## src/rtl/fetch_unit_if.sv

```systemverilog
// Bus between the fetch stage and its neighbours: the instruction memory port, the
// redirect from execute, and the decode handshake with status.
interface fetch_unit_if #(
    parameter int QUEUE_DEPTH = 2
);
    localparam int CW = $clog2(QUEUE_DEPTH) + 1;

    logic [31:0]   imem_addr;
    logic [31:0]   imem_data;
    logic          redirect_valid;
    logic [31:0]   redirect_target;
    logic          out_valid;
    logic          out_ready;
    logic [31:0]   out_inst;
    logic [31:0]   out_pc;
    logic          fetch_err;
    logic [CW-1:0] queue_count;

    modport master (
        output imem_addr, out_valid, out_inst, out_pc, fetch_err, queue_count,
        input  imem_data, redirect_valid, redirect_target, out_ready
    );

    modport slave (
        input  imem_addr, out_valid, out_inst, out_pc, fetch_err, queue_count,
        output imem_data, redirect_valid, redirect_target, out_ready
    );
endinterface

```

## src/rtl/fetch_unit.sv

```systemverilog
// Instruction-fetch stage: owns the PC, reads a combinational instruction memory and
// buffers {pc, inst} pairs in a small circular queue feeding decode.
module fetch_unit #(
    parameter logic [31:0] RESET_PC    = 32'h0000_0000,
    parameter int          QUEUE_DEPTH = 2
) (
    input  logic         clk,
    input  logic         rst_n,
    fetch_unit_if.master bus
);
    localparam int              PW      = $clog2(QUEUE_DEPTH);
    localparam int              CW      = PW + 1;
    localparam logic [CW-1:0]   DEPTH_C = CW'(QUEUE_DEPTH);

    typedef struct packed {
        logic [31:0] pc;
        logic [31:0] inst;
    } entry_t;

    logic [31:0]   pc;
    entry_t        mem [QUEUE_DEPTH];
    logic [PW-1:0] rd_ptr;
    logic [PW-1:0] wr_ptr;
    logic [CW-1:0] count;
    logic          err;

    logic          pop;
    logic          push;
    logic          misaligned;
    entry_t        head;

    // NOTE: every signal driven here gets a default first so no path can infer a latch.
    always_comb begin
        pop        = 1'b0;
        push       = 1'b0;
        misaligned = 1'b0;
        head       = mem[rd_ptr];
        pop        = (count != '0) && bus.out_ready;
        push       = !err && !bus.redirect_valid && ((count < DEPTH_C) || pop);
        misaligned = bus.redirect_target[1:0] != 2'b00;
    end

    assign bus.imem_addr   = pc;
    assign bus.out_valid   = (count != '0);
    assign bus.out_inst    = (count != '0) ? head.inst : 32'h0;
    assign bus.out_pc      = (count != '0) ? head.pc   : 32'h0;
    assign bus.fetch_err   = err;
    assign bus.queue_count = count;

    // NOTE: sequential state uses non-blocking assignments so every register samples
    // the pre-edge values regardless of statement order.
    always_ff @(posedge clk or negedge rst_n) begin
        if (!rst_n) begin
            pc     <= RESET_PC;
            rd_ptr <= '0;
            wr_ptr <= '0;
            count  <= '0;
            err    <= 1'b0;
        end else if (bus.redirect_valid) begin
            // Redirect wins over push and pop; decode's handshake this cycle is dropped.
            pc     <= bus.redirect_target;
            rd_ptr <= '0;
            wr_ptr <= '0;
            count  <= '0;
            if (misaligned) begin
                err <= 1'b1;
            end
        end else begin
            if (push) begin
                pc     <= pc + 32'd4;
                wr_ptr <= wr_ptr + PW'(1);
            end
            if (pop) begin
                rd_ptr <= rd_ptr + PW'(1);
            end
            case ({push, pop})
                2'b10:   count <= count + CW'(1);
                2'b01:   count <= count - CW'(1);
                default: count <= count;
            endcase
        end
    end

    // NOTE: queue storage has no reset; stale entries are never visible because the
    // outputs are gated by the occupancy counter.
    always_ff @(posedge clk) begin
        if (push) begin
            mem[wr_ptr] <= '{pc: pc, inst: bus.imem_data};
        end
    end
endmodule

```

## src/flat_wrapper.sv

```systemverilog
// flat-port wrapper written by rule: the top's interface ports become plain ports
module fetch_unit_flat 
#(
    parameter logic [31:0] RESET_PC    = 32'h0000_0000,
    parameter int          QUEUE_DEPTH = 2
)
  (clk, rst_n, bus_imem_addr, bus_out_valid, bus_out_inst, bus_out_pc, bus_fetch_err, bus_queue_count, bus_imem_data, bus_redirect_valid, bus_redirect_target, bus_out_ready);
  fetch_unit_if #(.QUEUE_DEPTH(QUEUE_DEPTH)) bus_i ();
  input  logic clk;
  input  logic rst_n;
  output wire logic [$bits(bus_i.imem_addr)-1:0] bus_imem_addr;
  output wire logic [$bits(bus_i.out_valid)-1:0] bus_out_valid;
  output wire logic [$bits(bus_i.out_inst)-1:0] bus_out_inst;
  output wire logic [$bits(bus_i.out_pc)-1:0] bus_out_pc;
  output wire logic [$bits(bus_i.fetch_err)-1:0] bus_fetch_err;
  output wire logic [$bits(bus_i.queue_count)-1:0] bus_queue_count;
  input wire logic [$bits(bus_i.imem_data)-1:0] bus_imem_data;
  input wire logic [$bits(bus_i.redirect_valid)-1:0] bus_redirect_valid;
  input wire logic [$bits(bus_i.redirect_target)-1:0] bus_redirect_target;
  input wire logic [$bits(bus_i.out_ready)-1:0] bus_out_ready;
  assign bus_imem_addr = bus_i.imem_addr;
  assign bus_out_valid = bus_i.out_valid;
  assign bus_out_inst = bus_i.out_inst;
  assign bus_out_pc = bus_i.out_pc;
  assign bus_fetch_err = bus_i.fetch_err;
  assign bus_queue_count = bus_i.queue_count;
  assign bus_i.imem_data = bus_imem_data;
  assign bus_i.redirect_valid = bus_redirect_valid;
  assign bus_i.redirect_target = bus_redirect_target;
  assign bus_i.out_ready = bus_out_ready;
  fetch_unit #(.RESET_PC(RESET_PC), .QUEUE_DEPTH(QUEUE_DEPTH)) u_core (.clk(clk), .rst_n(rst_n), .bus(bus_i));
endmodule
```

## config.mk

```make
export PLATFORM = sky130hd
export DESIGN_NAME = fetch_unit_flat
export DESIGN_NICKNAME = d
export VERILOG_FILES = /design/src/rtl/fetch_unit_if.sv /design/src/rtl/fetch_unit.sv /design/src/flat_wrapper.sv
export SDC_FILE = /design/constraint.sdc
export NUM_CORES = 1
export LEC_CHECK = 0
export CAP_MARGIN = 20
export CORE_MARGIN = 2
export CORE_UTILIZATION = 50
export CTS_CLUSTER_SIZE = 10
export DETAILED_ROUTE_END_ITERATION = 10
export PLACE_DENSITY_LB_ADDON = 0.05
export SYNTH_ARGS = -nofsm -noshare
export SYNTH_HDL_FRONTEND = slang
export SYNTH_SLANG_ARGS = --single-unit
```

## constraint.sdc

```tcl
create_clock -name clk -period 8.27 [get_ports clk]
set_input_delay 1.2405 -clock clk [delete_from_list [all_inputs] [get_ports clk]]
set_output_delay 1.2405 -clock clk [all_outputs]
set_load 0.005 [all_outputs]
```

==> results of run 1 <==
[how the worst max path moves through the flow]
| stage | start | to | slack (ns) |
|---|---|---|---|
| after CTS | u_core.rd_ptr | bus_out_pc[22] | 4.45 |
| after floorplan | bus_redirect_valid | u_core.mem[0][0] | 2.52 |
| after global placement | bus_redirect_valid | u_core.mem[1][2] | 4.45 |
| after detailed placement | bus_redirect_valid | u_core.mem[1][2] | 4.36 |
| final | bus_redirect_valid | u_core.mem[1][51] | 4.72 |
| after global routing | bus_redirect_valid | u_core.mem[1][5] | 4.53 |
[worst max-delay path: stages]
cell	delay, ns
buf_2	0.73
clkinv_1	0.88
and3_4	0.70
[where the power goes]
| group | total [mW] | internal (mW) | leakage (nW) | switching, mW |
|---|---|---|---|---|
| registers | 0.948 | 0.915 | 1.58 | 0.0327 |
| logic | 0.124 | 0.0747 | 1.23 | 0.0494 |
| clock network | 0.820 | 0.515 | 0.293 | 0.304 |
[sequential cells by signal (all words and copies together), names as in the netlist]
register and flops:
u_core.wr_ptr 1, u_core.rd_ptr 1, u_core.mem 128, u_core.bus.imem_addr 32
u_core.bus.queue_count 2, u_core.bus.fetch_err 1
[kinds of logic after synthesis]
logic type,count (synthesis),share of synthesized area
and+or+nand+nor,194,0.1371
DFF,165,0.6761
muxes,69,0.09844
AOI/OAI and AO/OA,56,0.05321
buffers and inverters,37,0.02093
xor gates and xnor gates,10,0.01242
adders and majority gates,1,0.001773
[metal layers]
layer / vias up / GRT usage / routed length, um
met5: - / 0 / 0
met4: 0 / 0.1027 / 430
met3: 33 / 0.04275 / 947
met2: 186 / 0.3608 / 7933
met1: 2369 / 0.2721 / 6635
li1: 2312 / - / -
[placed cells by master, fill, tap and decap left out, types with 2 or more instances in the layout]
cell	n
a21oi_1	6
a22oi_1	3
a31oi_1	10
and2_1	2
and3_1	4
and4_1	3
buf_2	2
buf_4	3
bufinv_16	4
clkbuf_1	6
clkbuf_16	17
clkdlybuf4s50_1	165
dfrtp_1	36
edfxtp_1	128
inv_1	5
inv_6	2
mux2_2	3
mux2i_1	66
nand2_1	28
nand3_1	18
nand4_1	14
nand4_2	2
nor2_1	82
nor2b_1	7
nor3_1	4
nor3_2	2
nor3b_1	3
nor4_1	3
nor4b_1	4
o21ai_0	12
o311ai_0	8
o31a_1	2
o31ai_1	13
or2_2	3
or4_1	7
xnor2_1	8
xor2_1	2
[cells in the mapped netlist (all sizes together) (4+ instances only)]
cell,number
edfxtp,128
nor2,83
mux2i,66
dfrtp,37
nand2,28
nand3,19
clkbuf,18
nand4,16
buf,13
o31ai,13
o21ai,12
a31oi,10
o311ai,8
xnor2,8
nor2b,7
or4,7
a21oi,6
nor3,6
and3,5
inv,5
nor4,4
nor4b,4
[final cells by class]
type                    instances  share of cell area
flip-flops and latches        165              0.5020
well taps                     180             0.02368
inverters                       6            0.002368
repair buffers                171              0.1800
clock inverters                 8             0.01579
clock buffers                  24             0.04855
multi-input cells             330              0.2276
[stage by stage]
step,worst slack (ns),instance area (um2)
floorplan,2.518,7061
global placement,4.450,8870
detailed placement,4.357,8870
CTS,4.446,9482
global route,4.529,9509
finish,4.724,9509
==> metrics.txt, run 1 <==
# TYPE chip_impl_metric gauge
chip_impl_info{name="outcome",value="finished, final reports clean"} 1
chip_impl_metric{name="final_net_count",unit=""} 760
chip_impl_metric{name="cts-htree-levels",unit=""} 4
chip_impl_metric{name="design_power_total",unit="mW"} 1.892
chip_impl_metric{name="multi_input_gate_area_in_the_final_layout",unit="um2"} 2165
chip_impl_info{name="rsz0062_at_grt",value="no"} 1
chip_impl_metric{name="synth_largest_type_area_fraction",unit=""} 0.5449
chip_impl_metric{name="vdd.ir_drop.worst",unit="uV"} 116.8
chip_impl_metric{name="diodes",unit=""} 0
chip_impl_metric{name="reg2reg_path_depth",unit=""} 3
chip_impl_metric{name="detailedRoute.firstIterationViolations",unit=""} 466
chip_impl_metric{name="hpwl_reported_at_the_end_of_detailed_placement",unit="um"} 10010
chip_impl_metric{name="number_of_slew_limit_violations_in_the_final_report",unit=""} 0
chip_impl_metric{name="worst-r2r-setup-slack",unit="ns"} 5.75
chip_impl_metric{name="avgRoutedWirePerCell",unit="um"} 18.04
chip_impl_info{name="critical_path.reg2reg.endpoint",value="u_core.mem[1][51]"} 1
chip_impl_metric{name="fp.dieArea",unit="um2"} 15070
chip_impl_metric{name="synth.yosys.seq_area_share",unit=""} 0.6761
chip_impl_metric{name="worst_ep_arrival_time",unit="ns"} 3.60
chip_impl_metric{name="final-hold-violation-count",unit=""} 0
chip_impl_metric{name="core",unit="um2"} 13830
chip_impl_info{name="cts_root_cell",value="clkbuf_16"} 1
chip_impl_info{name="worstSetupStartpointType",value="primary input"} 1
chip_impl_metric{name="die-width",unit="um"} 122.8
chip_impl_metric{name="cp_max_fo",unit=""} 64
chip_impl_metric{name="relative_slew_slack",unit=""} 0.3331
chip_impl_metric{name="timing.setup.tns",unit="ns"} 0
chip_impl_metric{name="initial_core_util",unit=""} 0.5102
chip_impl_metric{name="yosys_warnings",unit=""} 0
chip_impl_metric{name="netlist_area",unit="um2"} 7054
chip_impl_info{name="crit_type",value="in -> reg"} 1
chip_impl_metric{name="io_pins",unit=""} 168
chip_impl_metric{name="postRouteWirelength",unit="um"} 15950
chip_impl_metric{name="worst_ep_required_time",unit="ns"} 8.33
chip_impl_metric{name="drt_pre_antenna_iters",unit=""} 5
chip_impl_metric{name="netlist-cell-type-count",unit=""} 42
chip_impl_info{name="rr_startpoint",value="u_core.bus.queue_count[1]"} 1
chip_impl_metric{name="portBuffers",unit=""} 167
chip_impl_metric{name="post-route-drc-count",unit=""} 0
chip_impl_metric{name="route.vias.total",unit=""} 4900
chip_impl_metric{name="place_inst",unit=""} 851
chip_impl_metric{name="ant_nets",unit=""} 0
chip_impl_metric{name="placementRows",unit=""} 43
chip_impl_metric{name="grt_use_total",unit=""} 0.2166
chip_impl_metric{name="layout_worst_path_cycle_share",unit=""} 0.4288
chip_impl_metric{name="gp_routability_congestion",unit=""} 0.8133
chip_impl_info{name="worstSetupEndpointType",value="flip-flop"} 1
chip_impl_metric{name="cts_buffers",unit=""} 17
chip_impl_metric{name="number_of_flops_mapped_to_enable_cells_by_yosys",unit=""} 128
chip_impl_metric{name="hold-worst-slack",unit="ns"} 0.5001
chip_impl_metric{name="area_delta_synth_final",unit="%"} 34.80
chip_impl_metric{name="grt_first_pass_wirelength",unit="um"} 24470
chip_impl_metric{name="timing.hold.worst_path_depth",unit=""} 0
chip_impl_metric{name="cts-hold-fix-buffers",unit=""} 0
chip_impl_metric{name="share_of_the_core_filled_with_cells",unit=""} 0.6877
chip_impl_metric{name="clock_insertion_delay_worst_skew",unit="ns"} 0.42
chip_impl_metric{name="post-cts-setup-buffer-count",unit=""} 0
chip_impl_metric{name="static-leakage-power",unit="nW"} 3.102
chip_impl_metric{name="register_area",unit="um2"} 4773
chip_impl_metric{name="instances_no_fill",unit=""} 884
chip_impl_metric{name="postSynth.asyncResetShare",unit=""} 0.2242
chip_impl_metric{name="syn-mean-instance-area",unit="um2"} 13.26
chip_impl_metric{name="fp.dieH",unit="um"} 122.8
chip_impl_metric{name="worstMarginPinSlew",unit="ns"} 0.9983
chip_impl_info{name="tritoncts",value="yes"} 1
chip_impl_info{name="synth_top_area_cell",value="edfxtp_1"} 1
chip_impl_metric{name="layout.filler_cells",unit=""} 1021
chip_impl_metric{name="clock-sinks",unit=""} 165
chip_impl_metric{name="post_cts_resize_count",unit=""} 0
chip_impl_metric{name="total_congestion_overflow_after_global_routing",unit=""} 0
chip_impl_metric{name="vias_per_cell",unit=""} 5.543
chip_impl_metric{name="finalWorstPathRequiredPeriod",unit="ns"} 3.546
chip_impl_metric{name="gate_count_of_the_mapped_netlist",unit=""} 532
chip_impl_metric{name="fraction_of_final_layout_cells_sized_beyond_drive_strength_1",unit=""} 0.06818
chip_impl_info{name="hold_path.class",value="reg -> reg"} 1
chip_impl_info{name="postSynth.topFlopCell",value="edfxtp_1"} 1
chip_impl_metric{name="maxClockFrequency",unit="MHz"} 282.0
chip_impl_info{name="synth_area_leaders",value="edfxtp_1, dfrtp_1, mux2i_1, nor2_1, nand2_1"} 1
chip_impl_metric{name="setup_violating_endpoint_count_in_the_final_report",unit=""} 0
chip_impl_metric{name="drv.max_cap_violation_count",unit=""} 0
chip_impl_metric{name="clock_pin_slew_on_the_worst_setup_and_hold_paths",unit="ns"} 0.06
chip_impl_metric{name="net_count_synth",unit=""} 601
chip_impl_metric{name="grt_max_degree",unit=""} 66
chip_impl_metric{name="power.density_cell_area",unit="nW/um2"} 198.9
chip_impl_metric{name="postSynthRegisterBits",unit=""} 165
chip_impl_info{name="hold_start",value="u_core.bus.imem_addr[0]"} 1
chip_impl_metric{name="antenna_found_initial",unit=""} 0
chip_impl_metric{name="first_global_vias",unit=""} 4790
chip_impl_metric{name="clock-skew-final",unit="ns"} 0.005177
chip_impl_info{name="min_to",value="u_core.mem[1][32]"} 1
chip_impl_metric{name="clockBufferDepth",unit=""} 2
Power figures use the tool's default switching activity.
==> run 2: changes to the inputs <==
--- a/config.mk
+++ b/config.mk
@@ -7,7 +7,7 @@
 export LEC_CHECK = 0
 export CAP_MARGIN = 20
 export CORE_MARGIN = 2
-export CORE_UTILIZATION = 50
+export CORE_UTILIZATION = 45
 export CTS_CLUSTER_SIZE = 10
 export DETAILED_ROUTE_END_ITERATION = 10
 export PLACE_DENSITY_LB_ADDON = 0.05
==> constraint.sdc (replaced) <==
create_clock -name clk -period 3.2 [get_ports clk]
set_input_delay 0.48 -clock clk [delete_from_list [all_inputs] [get_ports clk]]
set_output_delay 0.48 -clock clk [all_outputs]
set_load 0.005 [all_outputs]
==> run 2 against run 1 <==
Net effect: non-clock buffer count rose by 6; first-iteration DRC count fell by 25%; sequential share of layout area fell by 0.27 points; clock-buffer cell count fell by 3; largest cell class unchanged; largest power group unchanged; highest routed layer unchanged.
==> metrics.txt, run 2 (synthesis gave the netlist of run 1 again) <==
# TYPE chip_impl_metric gauge
chip_impl_metric{name="power_frac_seq",unit=""} 0.513
chip_impl_info{name="cts_root_cell",value="clkbuf_16"} 1
chip_impl_metric{name="grt_use_total",unit=""} 0.2002
chip_impl_metric{name="io_pins",unit=""} 168
chip_impl_metric{name="area_delta_synth_final",unit="%"} 35.53
chip_impl_metric{name="clock_insertion_delay_worst_skew",unit="ns"} 0.43
chip_impl_metric{name="reg2reg_path_depth",unit=""} 3
chip_impl_metric{name="clockBufferDepth",unit=""} 2
chip_impl_metric{name="post-route-drc-count",unit=""} 0
chip_impl_metric{name="power_frac_clock",unit=""} 0.419
chip_impl_metric{name="cts_buffers",unit=""} 17
chip_impl_metric{name="power.density_cell_area",unit="nW/um2"} 499.7
chip_impl_metric{name="fp.dieArea",unit="um2"} 16690
chip_impl_metric{name="avgRoutedWirePerCell",unit="um"} 17.62
chip_impl_metric{name="clock_pin_slew_on_the_worst_setup_and_hold_paths",unit="ns"} 0.06
chip_impl_metric{name="switching_power",unit="mW"} 1.002
chip_impl_metric{name="worst_ep_required_time",unit="ns"} 2.72
chip_impl_metric{name="diodes",unit=""} 0
chip_impl_metric{name="share_of_the_core_filled_with_cells",unit=""} 0.6266
chip_impl_metric{name="setup_violating_endpoint_count_in_the_final_report",unit=""} 0
chip_impl_metric{name="antenna_found_initial",unit=""} 0
chip_impl_metric{name="detailedRoute.firstIterationViolations",unit=""} 351
chip_impl_info{name="worstSetupEndpointType",value="output port"} 1
chip_impl_metric{name="worst_ep_arrival_time",unit="ns"} 2.38
chip_impl_metric{name="grt_max_degree",unit=""} 65
chip_impl_metric{name="postRouteWirelength",unit="um"} 16210
chip_impl_metric{name="vdd.ir_drop.worst",unit="uV"} 368.3
chip_impl_info{name="critical_path.reg2reg.endpoint",value="u_core.mem[1][57]"} 1
chip_impl_metric{name="final-hold-violation-count",unit=""} 0
chip_impl_metric{name="layout.filler_cells",unit=""} 1191
chip_impl_metric{name="static-leakage-power",unit="nW"} 3.109
chip_impl_metric{name="finalWorstPathRequiredPeriod",unit="ns"} 2.860
chip_impl_metric{name="final_net_count",unit=""} 766
chip_impl_info{name="crit_type",value="reg -> out"} 1
chip_impl_metric{name="route.vias.total",unit=""} 4907
chip_impl_metric{name="hpwl_reported_at_the_end_of_detailed_placement",unit="um"} 10590
chip_impl_metric{name="hold-worst-slack",unit="ns"} 0.1650
chip_impl_metric{name="relative_slew_slack",unit=""} 0.3834
chip_impl_info{name="register_containing_the_most_flip_flops_in_the_final_layout",value="u_core.mem"} 1
chip_impl_metric{name="drt_pre_antenna_iters",unit=""} 4
chip_impl_info{name="outcome",value="finished, final reports clean"} 1
chip_impl_info{name="final_common_cell",value="clkdlybuf4s50_1"} 1
chip_impl_metric{name="die-width",unit="um"} 129.2
chip_impl_info{name="critical_path.cell_chain",value="buf_4 > mux2i_1 > nor2_1 > clkdlybuf4s50_1"} 1
chip_impl_metric{name="placementRows",unit=""} 45
chip_impl_metric{name="timing.setup.tns",unit="ns"} 0
chip_impl_metric{name="core",unit="um2"} 15260
chip_impl_info{name="rsz0062_at_grt",value="no"} 1
chip_impl_metric{name="power.internal",unit="mW"} 3.775
chip_impl_metric{name="worstMarginPinSlew",unit="ns"} 0.9249
chip_impl_info{name="layout_common_cells",value="clkdlybuf4s50_1, edfxtp_1, nor2_1"} 1
chip_impl_metric{name="cp_max_fo",unit=""} 30
chip_impl_metric{name="first_global_vias",unit=""} 4844
chip_impl_metric{name="multi_input_gate_area_in_the_final_layout",unit="um2"} 2165
chip_impl_metric{name="drv.max_cap_violation_count",unit=""} 0
chip_impl_metric{name="total_congestion_overflow_after_global_routing",unit=""} 0
chip_impl_metric{name="critical_path.max_stage_delay",unit="ns"} 0.78
chip_impl_metric{name="grt_first_pass_wirelength",unit="um"} 25170
chip_impl_metric{name="combPwrFrac",unit=""} 0.067
chip_impl_metric{name="worst-r2r-setup-slack",unit="ns"} 0.95
chip_impl_info{name="hold_path.class",value="in -> async"} 1
chip_impl_metric{name="vias_per_cell",unit=""} 5.334
chip_impl_metric{name="clock-sinks",unit=""} 165
chip_impl_info{name="tritoncts",value="yes"} 1
chip_impl_metric{name="layout_worst_path_cycle_share",unit=""} 0.8938
chip_impl_metric{name="ant_nets",unit=""} 0
chip_impl_metric{name="gp_routability_congestion",unit=""} 0.8120
chip_impl_metric{name="maxClockFrequency",unit="MHz"} 349.6
chip_impl_metric{name="fraction_of_final_layout_cells_sized_beyond_drive_strength_1",unit=""} 0.07475
chip_impl_metric{name="clock-skew-final",unit="ns"} 0.009880
chip_impl_metric{name="number_of_slew_limit_violations_in_the_final_report",unit=""} 0
chip_impl_metric{name="initial_core_util",unit=""} 0.4623
chip_impl_metric{name="fp.dieH",unit="um"} 129.2
chip_impl_metric{name="cts-hold-fix-buffers",unit=""} 0
chip_impl_metric{name="portBuffers",unit=""} 167
chip_impl_metric{name="register_area",unit="um2"} 4773
chip_impl_metric{name="post-cts-setup-buffer-count",unit=""} 0
chip_impl_metric{name="post_cts_resize_count",unit=""} 0
chip_impl_info{name="rr_startpoint",value="u_core.bus.queue_count[1]"} 1
chip_impl_metric{name="switching_share",unit=""} 0.2098
chip_impl_metric{name="largest_reg_flops",unit=""} 128
chip_impl_metric{name="cts-htree-levels",unit=""} 4
chip_impl_info{name="critical_path.slowest_cell",value="dfrtp_4"} 1
chip_impl_info{name="worstSetupStartpointType",value="flip-flop"} 1
## run 2: cell count changes in the layout (fill, tap and decap cells not counted), sizes merged
cell / before / now
buf: 6 / 12
bufinv: 4 / 3
clkbuf: 24 / 21
clkinv: 2 / 5
clkinvlp: 1 / 3
inv: 7 / 5
## run 2: per-layer routing
layer | share of wire | wire, um | track usage
met5 | 0 | 0 | 0
met4 | 0.028 | 460 | 0.09399
met3 | 0.056 | 902 | 0.04872
met2 | 0.48 | 7830 | 0.3142
met1 | 0.43 | 7020 | 0.2645
## run 2: worst max-delay path by stage
stage | from | end | cells past startpoint
finish | u_core.rd_ptr | bus_out_inst[30] | 4
global route | u_core.rd_ptr | bus_out_inst[21] | 4
CTS | u_core.rd_ptr | bus_out_inst[25] | 4
detailed placement | bus_out_ready | u_core.mem[1][45] | 4
global placement | bus_out_ready | u_core.mem[1][48] | 4
floorplan | bus_redirect_valid | u_core.mem[0][0] | 3
## run 2: power by group through the flow
stage / logic, mW / clock network, mW / registers [mW]
6_report: 0.322 / 2.00 / 2.45
5_1_grt: 0.353 / 2.13 / 2.46
4_1_cts: 0.325 / 2.04 / 2.45
3_5_place_dp: 0.323 / 0 / 2.49
3_3_place_gp: 0.318 / 0 / 2.49
2_1_floorplan: 0.114 / 0 / 2.47
## run 2: worst max-delay path, delay by kind of cell (launching register included)
| family | cells | cell delay, ns |
|---|---|---|
| buffers and inverters | 2 | 0.92 |
| DFF | 1 | 0.78 |
| muxes | 1 | 0.12 |
| and+or+nand+nor | 1 | 0.12 |
## run 2: through the flow
step	total power, mW	instance area, um2	worst slack (ns)	std cells
final	4.778	9560	0.3399	920
after global routing	4.945	9560	0.1958	920
after CTS	4.818	9560	0.3098	920
after detailed placement	2.816	8986	0.4324	889
after global placement	2.808	8986	0.4806	889
after floorplan	2.583	7114	-0.1002	532
## run 2: area by class of cell
class,count,share of cell area
inverters,6,0.002356
clock inverters,10,0.01400
flip-flops and latches,165,0.4993
repair buffers,177,0.1843
well taps,211,0.02761
clock buffers,21,0.04607
multi-input cells,330,0.2264
